==> config.mk <==
export PLATFORM = sky130hd
export DESIGN_NAME = fb_scanout_flat
export DESIGN_NICKNAME = d
export VERILOG_FILES = /design/src/rtl/fb_pkg.sv /design/src/rtl/fb_scanout_if.sv /design/src/rtl/fb_scanout_timing.sv /design/src/rtl/fb_scanout.sv /design/src/flat_wrapper.sv
export SDC_FILE = /design/constraint.sdc
export NUM_CORES = 1
export LEC_CHECK = 0
export CAP_MARGIN = 20
export CORE_ASPECT_RATIO = 1.75
export CORE_MARGIN = 2
export CORE_UTILIZATION = 55
export DETAILED_ROUTE_END_ITERATION = 12
export PLACE_DENSITY = 0.81
export SLEW_MARGIN = 0
export SYNTH_ARGS = -nofsm -noshare
export SYNTH_HDL_FRONTEND = slang
export SYNTH_HIERARCHICAL = 1
export SYNTH_SLANG_ARGS = --single-unit
==> constraint.sdc <==
create_clock -name clock -period 3.9 [get_ports clock]
set_input_delay 1.17 -clock clock [delete_from_list [all_inputs] [get_ports clock]]
set_output_delay 1.17 -clock clock [all_outputs]
set_load 0.05 [all_outputs]
==> src/rtl/fb_pkg.sv <==
// Framebuffer geometry, pixel/colour types, the raster flag bundle and the fixed 16-colour palette.
package fb_pkg;

    localparam int unsigned FB_WIDTH  = 800;
    localparam int unsigned FB_HEIGHT = 480;
    localparam int unsigned FB_PIXELS = FB_WIDTH * FB_HEIGHT;

    localparam int unsigned ADDR_W = 19;
    localparam int unsigned PIX_W  = 4;
    localparam int unsigned RGB_W  = 12;
    localparam int unsigned BAR_W  = 3;

    typedef logic [ADDR_W-1:0] fb_addr_t;
    typedef logic [PIX_W-1:0]  pix_idx_t;
    typedef logic [RGB_W-1:0]  rgb_t;

    // Raw raster flags that travel alongside the framebuffer read latency
    typedef struct packed {
        logic active;
        logic hsync;
        logic vsync;
        logic first;
    } scan_flags_t;

    localparam rgb_t PALETTE [16] = '{
        12'h000, 12'h00A, 12'h0A0, 12'h0AA,
        12'hA00, 12'hA0A, 12'hA50, 12'hAAA,
        12'h555, 12'h55F, 12'h5F5, 12'h5FF,
        12'hF55, 12'hF5F, 12'hFF5, 12'hFFF
    };

endpackage

==> src/rtl/fb_scanout_if.sv <==
// Framebuffer read port plus video output bundle; master = scanout side, slave = framebuffer/panel side.
interface fb_scanout_if;
    import fb_pkg::*;

    fb_addr_t addr_vga;
    pix_idx_t data_vga;
    logic     test_pattern;
    rgb_t     rgb;
    logic     de;
    logic     hsync;
    logic     vsync;
    logic     frame_start;

    modport master (
        output addr_vga, rgb, de, hsync, vsync, frame_start,
        input  data_vga, test_pattern
    );

    modport slave (
        input  addr_vga, rgb, de, hsync, vsync, frame_start,
        output data_vga, test_pattern
    );

endinterface

==> src/rtl/fb_scanout_timing.sv <==
// Raster counters and raw active/sync/first-pixel flags for the scanout.
// With TEST_PATTERN_EN defined it also reports the colour-bar index of the current column.
module fb_scanout_timing
    import fb_pkg::*;
#(
    parameter int unsigned H_ACTIVE = FB_WIDTH,
    parameter int unsigned H_FP     = 40,
    parameter int unsigned H_SYNC   = 128,
    parameter int unsigned H_BP     = 88,
    parameter int unsigned V_ACTIVE = FB_HEIGHT,
    parameter int unsigned V_FP     = 13,
    parameter int unsigned V_SYNC   = 3,
    parameter int unsigned V_BP     = 29
) (
    input  logic             clock,
    input  logic             reset,
`ifdef TEST_PATTERN_EN
    output logic [BAR_W-1:0] o_bar_c,
`endif
    output logic             o_active_c,
    output logic             o_hsync_c,
    output logic             o_vsync_c,
    output logic             o_first_c
);

    localparam int unsigned H_TOTAL = H_ACTIVE + H_FP + H_SYNC + H_BP;
    localparam int unsigned V_TOTAL = V_ACTIVE + V_FP + V_SYNC + V_BP;
    localparam int unsigned HW      = $clog2(H_TOTAL);
    localparam int unsigned VW      = $clog2(V_TOTAL);

    logic [HW-1:0] r_hcnt;
    logic [VW-1:0] r_vcnt;

    // Pixel/line counters; reset parks them on active pixel (0,0)
    always_ff @(posedge clock) begin
        if (reset) begin
            r_hcnt <= '0;
            r_vcnt <= '0;
        end else if (r_hcnt == HW'(H_TOTAL - 1)) begin
            r_hcnt <= '0;
            r_vcnt <= (r_vcnt == VW'(V_TOTAL - 1)) ? '0 : r_vcnt + VW'(1);
        end else begin
            r_hcnt <= r_hcnt + HW'(1);
        end
    end

    assign o_active_c = (r_hcnt < HW'(H_ACTIVE)) && (r_vcnt < VW'(V_ACTIVE));
    assign o_hsync_c  = (r_hcnt >= HW'(H_ACTIVE + H_FP)) &&
                        (r_hcnt <  HW'(H_ACTIVE + H_FP + H_SYNC));
    assign o_vsync_c  = (r_vcnt >= VW'(V_ACTIVE + V_FP)) &&
                        (r_vcnt <  VW'(V_ACTIVE + V_FP + V_SYNC));
    assign o_first_c  = (r_hcnt == '0) && (r_vcnt == '0);

`ifdef TEST_PATTERN_EN
    localparam int unsigned BAR_PIX = H_ACTIVE / 8;

    // Eight equal-width vertical bars across the visible line
    always_comb begin
        o_bar_c = '0;
        for (int i = 1; i < 8; i++) begin
            if (r_hcnt >= HW'(i * BAR_PIX)) o_bar_c = BAR_W'(i);
        end
    end
`endif

endmodule

==> src/rtl/fb_scanout.sv <==
// Display-side framebuffer reader: raster timing, read-address generation, latency alignment and palette lookup.
// Optional colour-bar generator enabled by defining TEST_PATTERN_EN.
module fb_scanout
    import fb_pkg::*;
#(
    parameter int unsigned H_ACTIVE        = FB_WIDTH,
    parameter int unsigned H_FP            = 40,
    parameter int unsigned H_SYNC          = 128,
    parameter int unsigned H_BP            = 88,
    parameter int unsigned V_ACTIVE        = FB_HEIGHT,
    parameter int unsigned V_FP            = 13,
    parameter int unsigned V_SYNC          = 3,
    parameter int unsigned V_BP            = 29,
    parameter int unsigned FB_LATENCY      = 3,
    parameter int unsigned SYNC_ACTIVE_LOW = 1
) (
    input  logic         clock,
    input  logic         reset,
    fb_scanout_if.master bus
);

    localparam int unsigned PIXELS   = H_ACTIVE * V_ACTIVE;
    localparam logic        SYNC_INV = (SYNC_ACTIVE_LOW != 0);

    scan_flags_t w_flags;
    scan_flags_t w_emerge;
    scan_flags_t r_pipe [FB_LATENCY];
    fb_addr_t    r_addr;
    rgb_t        w_rgb;
    rgb_t        r_rgb;
    logic        r_de;
    logic        r_hsync;
    logic        r_vsync;
    logic        r_frame_start;

`ifdef TEST_PATTERN_EN
    logic [BAR_W-1:0] w_bar;
    logic [BAR_W-1:0] r_bar_pipe [FB_LATENCY];
`endif

    fb_scanout_timing #(
        .H_ACTIVE (H_ACTIVE),
        .H_FP     (H_FP),
        .H_SYNC   (H_SYNC),
        .H_BP     (H_BP),
        .V_ACTIVE (V_ACTIVE),
        .V_FP     (V_FP),
        .V_SYNC   (V_SYNC),
        .V_BP     (V_BP)
    ) u_timing (
        .clock      (clock),
        .reset      (reset),
`ifdef TEST_PATTERN_EN
        .o_bar_c    (w_bar),
`endif
        .o_active_c (w_flags.active),
        .o_hsync_c  (w_flags.hsync),
        .o_vsync_c  (w_flags.vsync),
        .o_first_c  (w_flags.first)
    );

    // Address tracks the counters by stepping after each active pixel; it
    // wraps after the last pixel and therefore idles at 0 through vblank
    always_ff @(posedge clock) begin
        if (reset) begin
            r_addr <= '0;
        end else if (w_flags.active) begin
            r_addr <= (r_addr == ADDR_W'(PIXELS - 1)) ? '0 : r_addr + ADDR_W'(1);
        end
    end

    // Flags ride a FB_LATENCY-deep shift register so they emerge with data_vga
    always_ff @(posedge clock) begin
        if (reset) begin
            for (int i = 0; i < int'(FB_LATENCY); i++) r_pipe[i] <= '0;
        end else begin
            r_pipe[0] <= w_flags;
            for (int i = 1; i < int'(FB_LATENCY); i++) r_pipe[i] <= r_pipe[i-1];
        end
    end

    assign w_emerge = r_pipe[FB_LATENCY-1];

`ifdef TEST_PATTERN_EN
    always_ff @(posedge clock) begin
        if (reset) begin
            for (int i = 0; i < int'(FB_LATENCY); i++) r_bar_pipe[i] <= '0;
        end else begin
            r_bar_pipe[0] <= w_bar;
            for (int i = 1; i < int'(FB_LATENCY); i++) r_bar_pipe[i] <= r_bar_pipe[i-1];
        end
    end
`else
    logic w_unused_tp;
    assign w_unused_tp = bus.test_pattern;
`endif

    // Palette expansion, blanked outside the visible window
    always_comb begin
        w_rgb = '0;
        if (w_emerge.active) begin
            w_rgb = PALETTE[bus.data_vga];
`ifdef TEST_PATTERN_EN
            if (bus.test_pattern) w_rgb = PALETTE[PIX_W'(r_bar_pipe[FB_LATENCY-1])];
`endif
        end
    end

    always_ff @(posedge clock) begin
        if (reset) begin
            r_rgb         <= '0;
            r_de          <= 1'b0;
            r_hsync       <= SYNC_INV;
            r_vsync       <= SYNC_INV;
            r_frame_start <= 1'b0;
        end else begin
            r_rgb         <= w_rgb;
            r_de          <= w_emerge.active;
            r_hsync       <= w_emerge.hsync ^ SYNC_INV;
            r_vsync       <= w_emerge.vsync ^ SYNC_INV;
            r_frame_start <= w_emerge.first;
        end
    end

    assign bus.addr_vga    = r_addr;
    assign bus.rgb         = r_rgb;
    assign bus.de          = r_de;
    assign bus.hsync       = r_hsync;
    assign bus.vsync       = r_vsync;
    assign bus.frame_start = r_frame_start;

endmodule

==> src/flat_wrapper.sv <==
// flat-port wrapper written by rule: the top's interface ports become plain ports
module fb_scanout_flat import fb_pkg::*;
#(
    parameter int unsigned H_ACTIVE        = FB_WIDTH,
    parameter int unsigned H_FP            = 40,
    parameter int unsigned H_SYNC          = 128,
    parameter int unsigned H_BP            = 88,
    parameter int unsigned V_ACTIVE        = FB_HEIGHT,
    parameter int unsigned V_FP            = 13,
    parameter int unsigned V_SYNC          = 3,
    parameter int unsigned V_BP            = 29,
    parameter int unsigned FB_LATENCY      = 3,
    parameter int unsigned SYNC_ACTIVE_LOW = 1
)
  (clock, reset, bus_addr_vga, bus_rgb, bus_de, bus_hsync, bus_vsync, bus_frame_start, bus_data_vga, bus_test_pattern);
  fb_scanout_if bus_i ();
  input  logic clock;
  input  logic reset;
  output wire logic [$bits(bus_i.addr_vga)-1:0] bus_addr_vga;
  output wire logic [$bits(bus_i.rgb)-1:0] bus_rgb;
  output wire logic [$bits(bus_i.de)-1:0] bus_de;
  output wire logic [$bits(bus_i.hsync)-1:0] bus_hsync;
  output wire logic [$bits(bus_i.vsync)-1:0] bus_vsync;
  output wire logic [$bits(bus_i.frame_start)-1:0] bus_frame_start;
  input wire logic [$bits(bus_i.data_vga)-1:0] bus_data_vga;
  input wire logic [$bits(bus_i.test_pattern)-1:0] bus_test_pattern;
  assign bus_addr_vga = bus_i.addr_vga;
  assign bus_rgb = bus_i.rgb;
  assign bus_de = bus_i.de;
  assign bus_hsync = bus_i.hsync;
  assign bus_vsync = bus_i.vsync;
  assign bus_frame_start = bus_i.frame_start;
  assign bus_i.data_vga = bus_data_vga;
  assign bus_i.test_pattern = bus_test_pattern;
  fb_scanout #(.H_ACTIVE(H_ACTIVE), .H_FP(H_FP), .H_SYNC(H_SYNC), .H_BP(H_BP), .V_ACTIVE(V_ACTIVE), .V_FP(V_FP), .V_SYNC(V_SYNC), .V_BP(V_BP), .FB_LATENCY(FB_LATENCY), .SYNC_ACTIVE_LOW(SYNC_ACTIVE_LOW)) u_core (.clock(clock), .reset(reset), .bus(bus_i));
endmodule
; ---- After elaboration in Yosys (flattened, before gate mapping)
; Memories as Yosys holds them, arrays and structs flattened. A register that Yosys moved wholly into a read port is not among the register bits.
; Cells that the tools add are included.
[word_totals]
register_bits = 44
ramBits = 12
romBits = 192
inputBits = 7
out_inout_bits = 35
elab_cells = 44
mem_count = 2
[memory_table]
columns = memory, depth, word_bits, rd, rd_clocked_by_memory_dff, wr, line_no
row1 = (no name shown), 16, 12, 1, 1, 0, fb_scanout.sv:102  ; w_rgb = PALETTE[bus.data_vga];
row2 = u_core.r_pipe, 3, 4, 3, 0, 3, fb_scanout.sv:27  ; scan_flags_t r_pipe [FB_LATENCY];
[classes]
addsub = 3
order_cmp = 6
n_eq_ne = 3
n_mux = 8
bitwise_logic = 7
n_reduce_logical = 8
[op_table]
columns = operator, n
row1 = "< comparator 11 x 10 -> 1 bit, second input constant", 2
row2 = "< comparator 10 x 9 -> 1 bit, second input constant", 2
row3 = "adder 19 x 1 -> 19 bit, second input constant", 1
row4 = "== test 19 bit, second input constant", 1
row5 = two-way mux 19 bit, 1
row6 = two-way mux 4 bit, 3
row7 = "adder 11 x 1 -> 11 bit, second input constant", 1
row8 = "== test 11 bit, second input constant", 1
row9 = "greater-or-equal comparator 11 x 10 -> 1 bit, second input constant", 1
row10 = logical NOT 11 bit, 1
row11 = "adder 10 x 1 -> 10 bit, second input constant", 1
row12 = "== test 10 bit, second input constant", 1
row13 = "greater-or-equal comparator 10 x 9 -> 1 bit, second input constant", 1
row14 = logical NOT 10 bit, 1
row15 = two-way mux 10 bit, 1
row16 = NOT 4 -> 5 bit, 1
row17 = logical AND 1 bit, 4
row18 = OR reduction 2 bit, 2
row19 = two-way mux 1 bit, 3
row20 = NOT 1 bit, 3
row21 = OR 1 bit, 3

; ---- Depth between registers and ports, before layout
[depth]
word_depth = 3
depth_mapped = 10
ltp_nobuf = 7

; ---- By module
; Netlist, hierarchy kept.
[by_module_without_submodules]
columns = mod, n_inst, cells_each, area_per_inst_um2, seq_area_each_um2
row1 = fb_scanout, 1, 154, 1520.2, 800.8
row2 = fb_scanout_timing, 1, 144, 1229.9, 420.4

; ---- Least setup slack after synthesis
; OpenSTA, ideal clock, no wires.
[synth_timing]
kind = reg2reg
start = reg u_core.u_timing.r_hcnt[5]
end = reg u_core.r_addr[0] (netlist: u_core/bus.addr_vga[0])
setup_ns = 0.116
t_arrival_ns = 2.227
required_time_ns = 3.784
path_slack_ns = 1.557
path_stages_with_launch = 11
path_buffers = 3
synth_period_minus_slack_ns = 2.343
path_cell_list = dfxtp_1 -> buf_6 -> nor3_1 -> nor2_1 -> nor4_1 -> clkbuf_2 -> nand4_4 -> nor3_1 -> a31o_4 -> buf_6 -> nor2_1
[synth_lines]
columns = item, line_no
row1 = start: declaration, fb_scanout_timing.sv:31  ; logic [HW-1:0] r_hcnt;
row2 = start signal: assignment, fb_scanout_timing.sv:43  ; r_hcnt <= r_hcnt + HW'(1);
row3 = end signal: assignment, fb_scanout.sv:68  ; r_addr <= (r_addr == ADDR_W'(PIXELS - 1)) ? '0 : r_addr + ADDR_W'(1);
row4 = end: declaration, fb_scanout.sv:28  ; fb_addr_t r_addr;

; ---- Worst setup path after layout
[layout_timing]
start = reg u_core.r_addr[9] (netlist: u_core/bus.addr_vga[9])
end = out bus_addr_vga[9]
[layout_lines]
columns = item, line_no
row1 = end: declaration, flat_wrapper.sv:19  ; output wire logic [$bits(bus_i.addr_vga)-1:0] bus_addr_vga;
; No word-level cell between the ends.

==> results.py <==
metrics = {
    "worst_setup_path": {
        "worst_ep_required_time_ns": 2.73,
        "path_depth": 1,
        "endpoint_kind": "primary output",
        "critical_path_buf_inv_count": 1,
        "critical_path.startpoint_type": "flip-flop",
        "crit_chain": "clkdlybuf4s50_1",
        "critical_path.reg2reg.startpoint": "u_core/u_timing/r_hcnt[5]$_SDFF_PP0_",
        "critPathTopFamily": "buffers and inverters",
        "critPathSlowestCell": "sky130_fd_sc_hd__clkdlybuf4s50_1",
        "cpPeakStageDelay_ns": 0.85,
        "timing.reg2reg.setup_slack_ns": 1.27,
        "worst_ep_arrival_time_ns": 1.65,
        "crit_fanout": 7,
        "rr_worst_depth": 8,
        "path_type_of_the_worst_setup_path": "flip-flop to primary output",
        "timing.rr.end": "u_core/bus.addr_vga[6]$_SDFFE_PP0P_",
    },
    "floorplanning": {
        "fp.coreArea_um2": 4892,
        "core.rowCount": 34,
        "die_span_in_x_um": 57.46,
        "starting_density_of_the_core_pct": 56.21,
        "die_h_um": 97.55,
        "ios": 42,
        "die_area_um2": 5604,
    },
    "timing": {
        "setup_repair_after_global_routing_missed_its_margin": "false",
        "max_freq_mhz": 354.6,
        "worst_slew_margin_rel_pct": 60.27,
        "number_of_setup_violations_in_the_final_report": 0,
        "fin_setup_tns_ns": 0,
        "report.final.slew_viol_count": 0,
        "skew_ns": 0.005564,
        "final_period_minus_worst_setup_slack_ns": 2.820,
        "finalHoldViolations": 0,
        "post-route-period-util_pct": 72.32,
        "worst_pin_slew_ns": 0.5914,
    },
    "synthesis": {
        "synth_top_family_by_area": "simple AND/OR/NAND/NOR gates",
        "number_of_flops_mapped_to_enable_cells_by_yosys": 0,
        "yosys-mux-area-fraction_pct": 1.456,
        "area_share_of_the_largest_cell_type_after_synthesis_pct": 44.40,
        "synthAdderAreaFrac_pct": 3.185,
        "synth_async_sr_flop_share_pct": 0,
        "synth_area_per_cell_um2": 9.229,
        "yosys_warnings": 6,
        "post_synth_xor_area_fraction_pct": 9.554,
        "post_synth_inst_count": 298,
        "ys_seq_area_share_pct": 44.40,
        "synth.ff_latch_count": 61,
        "synth.area.top_cells": "sky130_fd_sc_hd__dfxtp_1 44%, sky130_fd_sc_hd__xnor2_1 7.6%, sky130_fd_sc_hd__nor2_1 6.3%",
        "synthDistinctLibCells": 45,
        "synth-simple-area-share_pct": 31.07,
        "postSynthNetCount": 312,
        "synth_compound_gate_area_share_pct": 3.958,
        "yosys.area.top_type": "sky130_fd_sc_hd__dfxtp_1",
        "synth_top_flop_cell": "sky130_fd_sc_hd__dfxtp_1",
        "syn_area_um2": 2750,
    },
    "placement": {
        "place.detailed.instances": 376,
        "gp_congestion": 0.8647,
        "port_buffers": 40,
        "dpl.hpwl_um": 3811,
    },
    "cts": {
        "cts_resized": 0,
        "postCtsHoldBufs": 0,
        "tritoncts": "yes",
        "clk_pin_slew_worst_paths_ns": 0.07,
        "post_cts.repair.setup_buffers": 0,
        "num_cts_buffers": 9,
        "cts_root_buf": "sky130_fd_sc_hd__clkbuf_8",
        "largest_buffer_count_on_any_clock_path": 2,
        "htree_levels": 3,
        "clkLatencyLatePin_ns": 0.33,
        "clock_sink_count": 61,
    },
    "layout": {
        "syn_to_final_growth_pct": 19.61,
        "insertedDiodeCount": 0,
        "fill_cells": 399,
        "final-instance-count-excl-fill": 392,
        "final_net_count": 347,
        "post_route_cells_drive_above_1_share_pct": 7.988,
    },
    "global_route": {
        "grt-ovfl-total": 0,
        "grt_max_degree": 32,
        "initial_antenna_violation_count": 0,
        "first_pass_grt_wire_length_um": 8997,
        "grt_pass1_vias": 2001,
        "overall_fraction_of_global_route_tracks_in_use_pct": 20.42,
    },
    "route": {
        "vias_after_detailed_routing": 2195,
        "drt_iter0_markers": 114,
        "drt_drc_violations_left": 0,
        "routedWlPerCell_um": 13.63,
        "routed_wl_um": 5341,
        "detail_route.first_pass.iterations": 5,
        "antenna_violating_nets_post_route": 0,
        "route.detailed.vias_per_inst": 5.599,
    },
    "worst_hold_path": {
        "hold-path-cell-count": 1,
        "timing.hold.worst_endpoint": "u_core/bus.vsync$_SDFF_PP1_",
        "timing.hold.worst.start": "u_core/r_pipe[0][9]$_SDFF_PP0_",
        "timing.hold.worst.class": "flip-flop to flip-flop",
    },
    "status": {
        "outcome": "complete, no violations",
    },
    "power": {
        "max-vdd-ir-drop_v": 0.0003161,
        "standby_leakage_power_uw": 0.001139,
        "power.density_cell_area_nw_per_um2": 382.4,
    },
    "job": {
        "cap_viol_max_count": 0,
    },
}
==> per-layer routing <==
metal | wire length (um) | GRT usage, % | share of wire (%)
met1 | 2101 | 21.69 | 39
met2 | 2959 | 36.01 | 55
met3 | 169 | 5.459 | 3.2
met4 | 111 | 9.481 | 2.1
met5 | 0 | 0 | 0
==> cell usage in the layout (no fill, tap or decap), types with 9 or more instances in the layout <==
| cell type | synthesis | routed |
|---|---|---|
| sky130_fd_sc_hd__clkbuf_8 | 1 | 9 |
| sky130_fd_sc_hd__clkdlybuf4s50_1 | 0 | 40 |
| sky130_fd_sc_hd__dfxtp_1 | 61 | 61 |
| sky130_fd_sc_hd__inv_1 | 9 | 9 |
| sky130_fd_sc_hd__nand2_1 | 14 | 14 |
| sky130_fd_sc_hd__nand4_1 | 20 | 20 |
| sky130_fd_sc_hd__nor2_1 | 46 | 46 |
| sky130_fd_sc_hd__nor2b_1 | 18 | 18 |
| sky130_fd_sc_hd__nor3_1 | 11 | 11 |
| sky130_fd_sc_hd__nor4_1 | 12 | 12 |
| sky130_fd_sc_hd__xnor2_1 | 24 | 24 |
==> cell families (layout without fill, tap and decap cells) <==
family | count (synthesis) | in the layout
and+or+nand+nor | 154 | 154
DFF | 61 | 61
xor gates and xnor gates | 30 | 30
buffers and inverters | 27 | 67
AOI/OAI and AO/OA | 15 | 15
adders and majority gates | 7 | 7
muxes | 4 | 4
==> where the power goes <==
group	internal, uW	switching (uW)
clock network	297	253
registers	633	7.83
logic	26.5	40.6
total	956	302
==> Yosys cell counts (all sizes together) (2+ instances only) <==
| library cell | n |
|---|---|
| ha | 7 |
| nor3 | 12 |
| nand2 | 14 |
| nor4b | 2 |
| a31o | 2 |
| a31oi | 2 |
| buf | 13 |
| and4 | 3 |
| and2 | 4 |
| a21oi | 3 |
| xnor2 | 24 |
| nand4 | 21 |
| nand3 | 7 |
| nand2b | 3 |
| inv | 9 |
| o21ai | 4 |
| nor2b | 18 |
| clkbuf | 5 |
| dfxtp | 61 |
| or2 | 2 |
| nor2 | 46 |
| or3 | 2 |
| xor2 | 6 |
| and3 | 2 |
| mux2i | 4 |
| nor4 | 13 |
==> flip-flops by register name (all words and copies together) (netlist names) <==
signal	flops
u_core/bus.addr_vga	19
u_core/r_pipe	12
u_core/u_timing/r_hcnt	11
u_core/u_timing/r_vcnt	10
u_core/bus.rgb	5
u_core/bus.de	1
u_core/bus.frame_start	1
u_core/bus.hsync	1
u_core/bus.vsync	1
==> worst max-delay path by stage <==
| stage | slack, ns | startpoint | to |
|---|---|---|---|
| after CTS | 1.06 | u_core/bus.addr_vga[3]$_SDFFE_PP0P_ | bus_addr_vga[3] |
| after detailed placement | 1.28 | u_core/u_timing/r_hcnt[5]$_SDFF_PP0_ | u_core/bus.addr_vga[14]$_SDFFE_PP0P_ |
| after global placement | 1.36 | u_core/u_timing/r_hcnt[5]$_SDFF_PP0_ | u_core/bus.addr_vga[0]$_SDFFE_PP0P_ |
| after global routing | 0.96 | u_core/u_timing/r_hcnt[5]$_SDFF_PP0_ | u_core/bus.addr_vga[9]$_SDFFE_PP0P_ |
| after floorplan | 1.56 | u_core/u_timing/r_hcnt[5]$_SDFF_PP0_ | u_core/bus.addr_vga[0]$_SDFFE_PP0P_ |
| final | 1.08 | u_core/bus.addr_vga[9]$_SDFFE_PP0P_ | bus_addr_vga[9] |
==> area by class of cell <==
class,instances,area [um^2],share of cell area (%)
clock buffers,9,123.9,3.766
multi-input cells,210,1354,41.16
well taps,54,67.56,2.054
inverters,9,33.78,1.027
flip-flops and latches,61,1221,37.12
clock inverters,7,73.82,2.244
repair buffers,42,415.4,12.63
==> through the flow <==
step	setup WS (ns)	cell area, um^2	total power (uW)	utilization (%)	hold WS, ns
6_report	1.080	3289	1258	67.24	0.3773
5_1_grt	0.9578	3289	1302	67.24	0.3824
4_1_cts	1.064	3289	1273	67.24	0.3777
3_5_place_dp	1.275	3092	723.1	63.20	0.3622
3_3_place_gp	1.362	3092	721.6	63.20	0.3594
2_1_floorplan	1.557	2750	703.3	-	0.3559
Note: power is estimated with default switching activity, not from simulation.
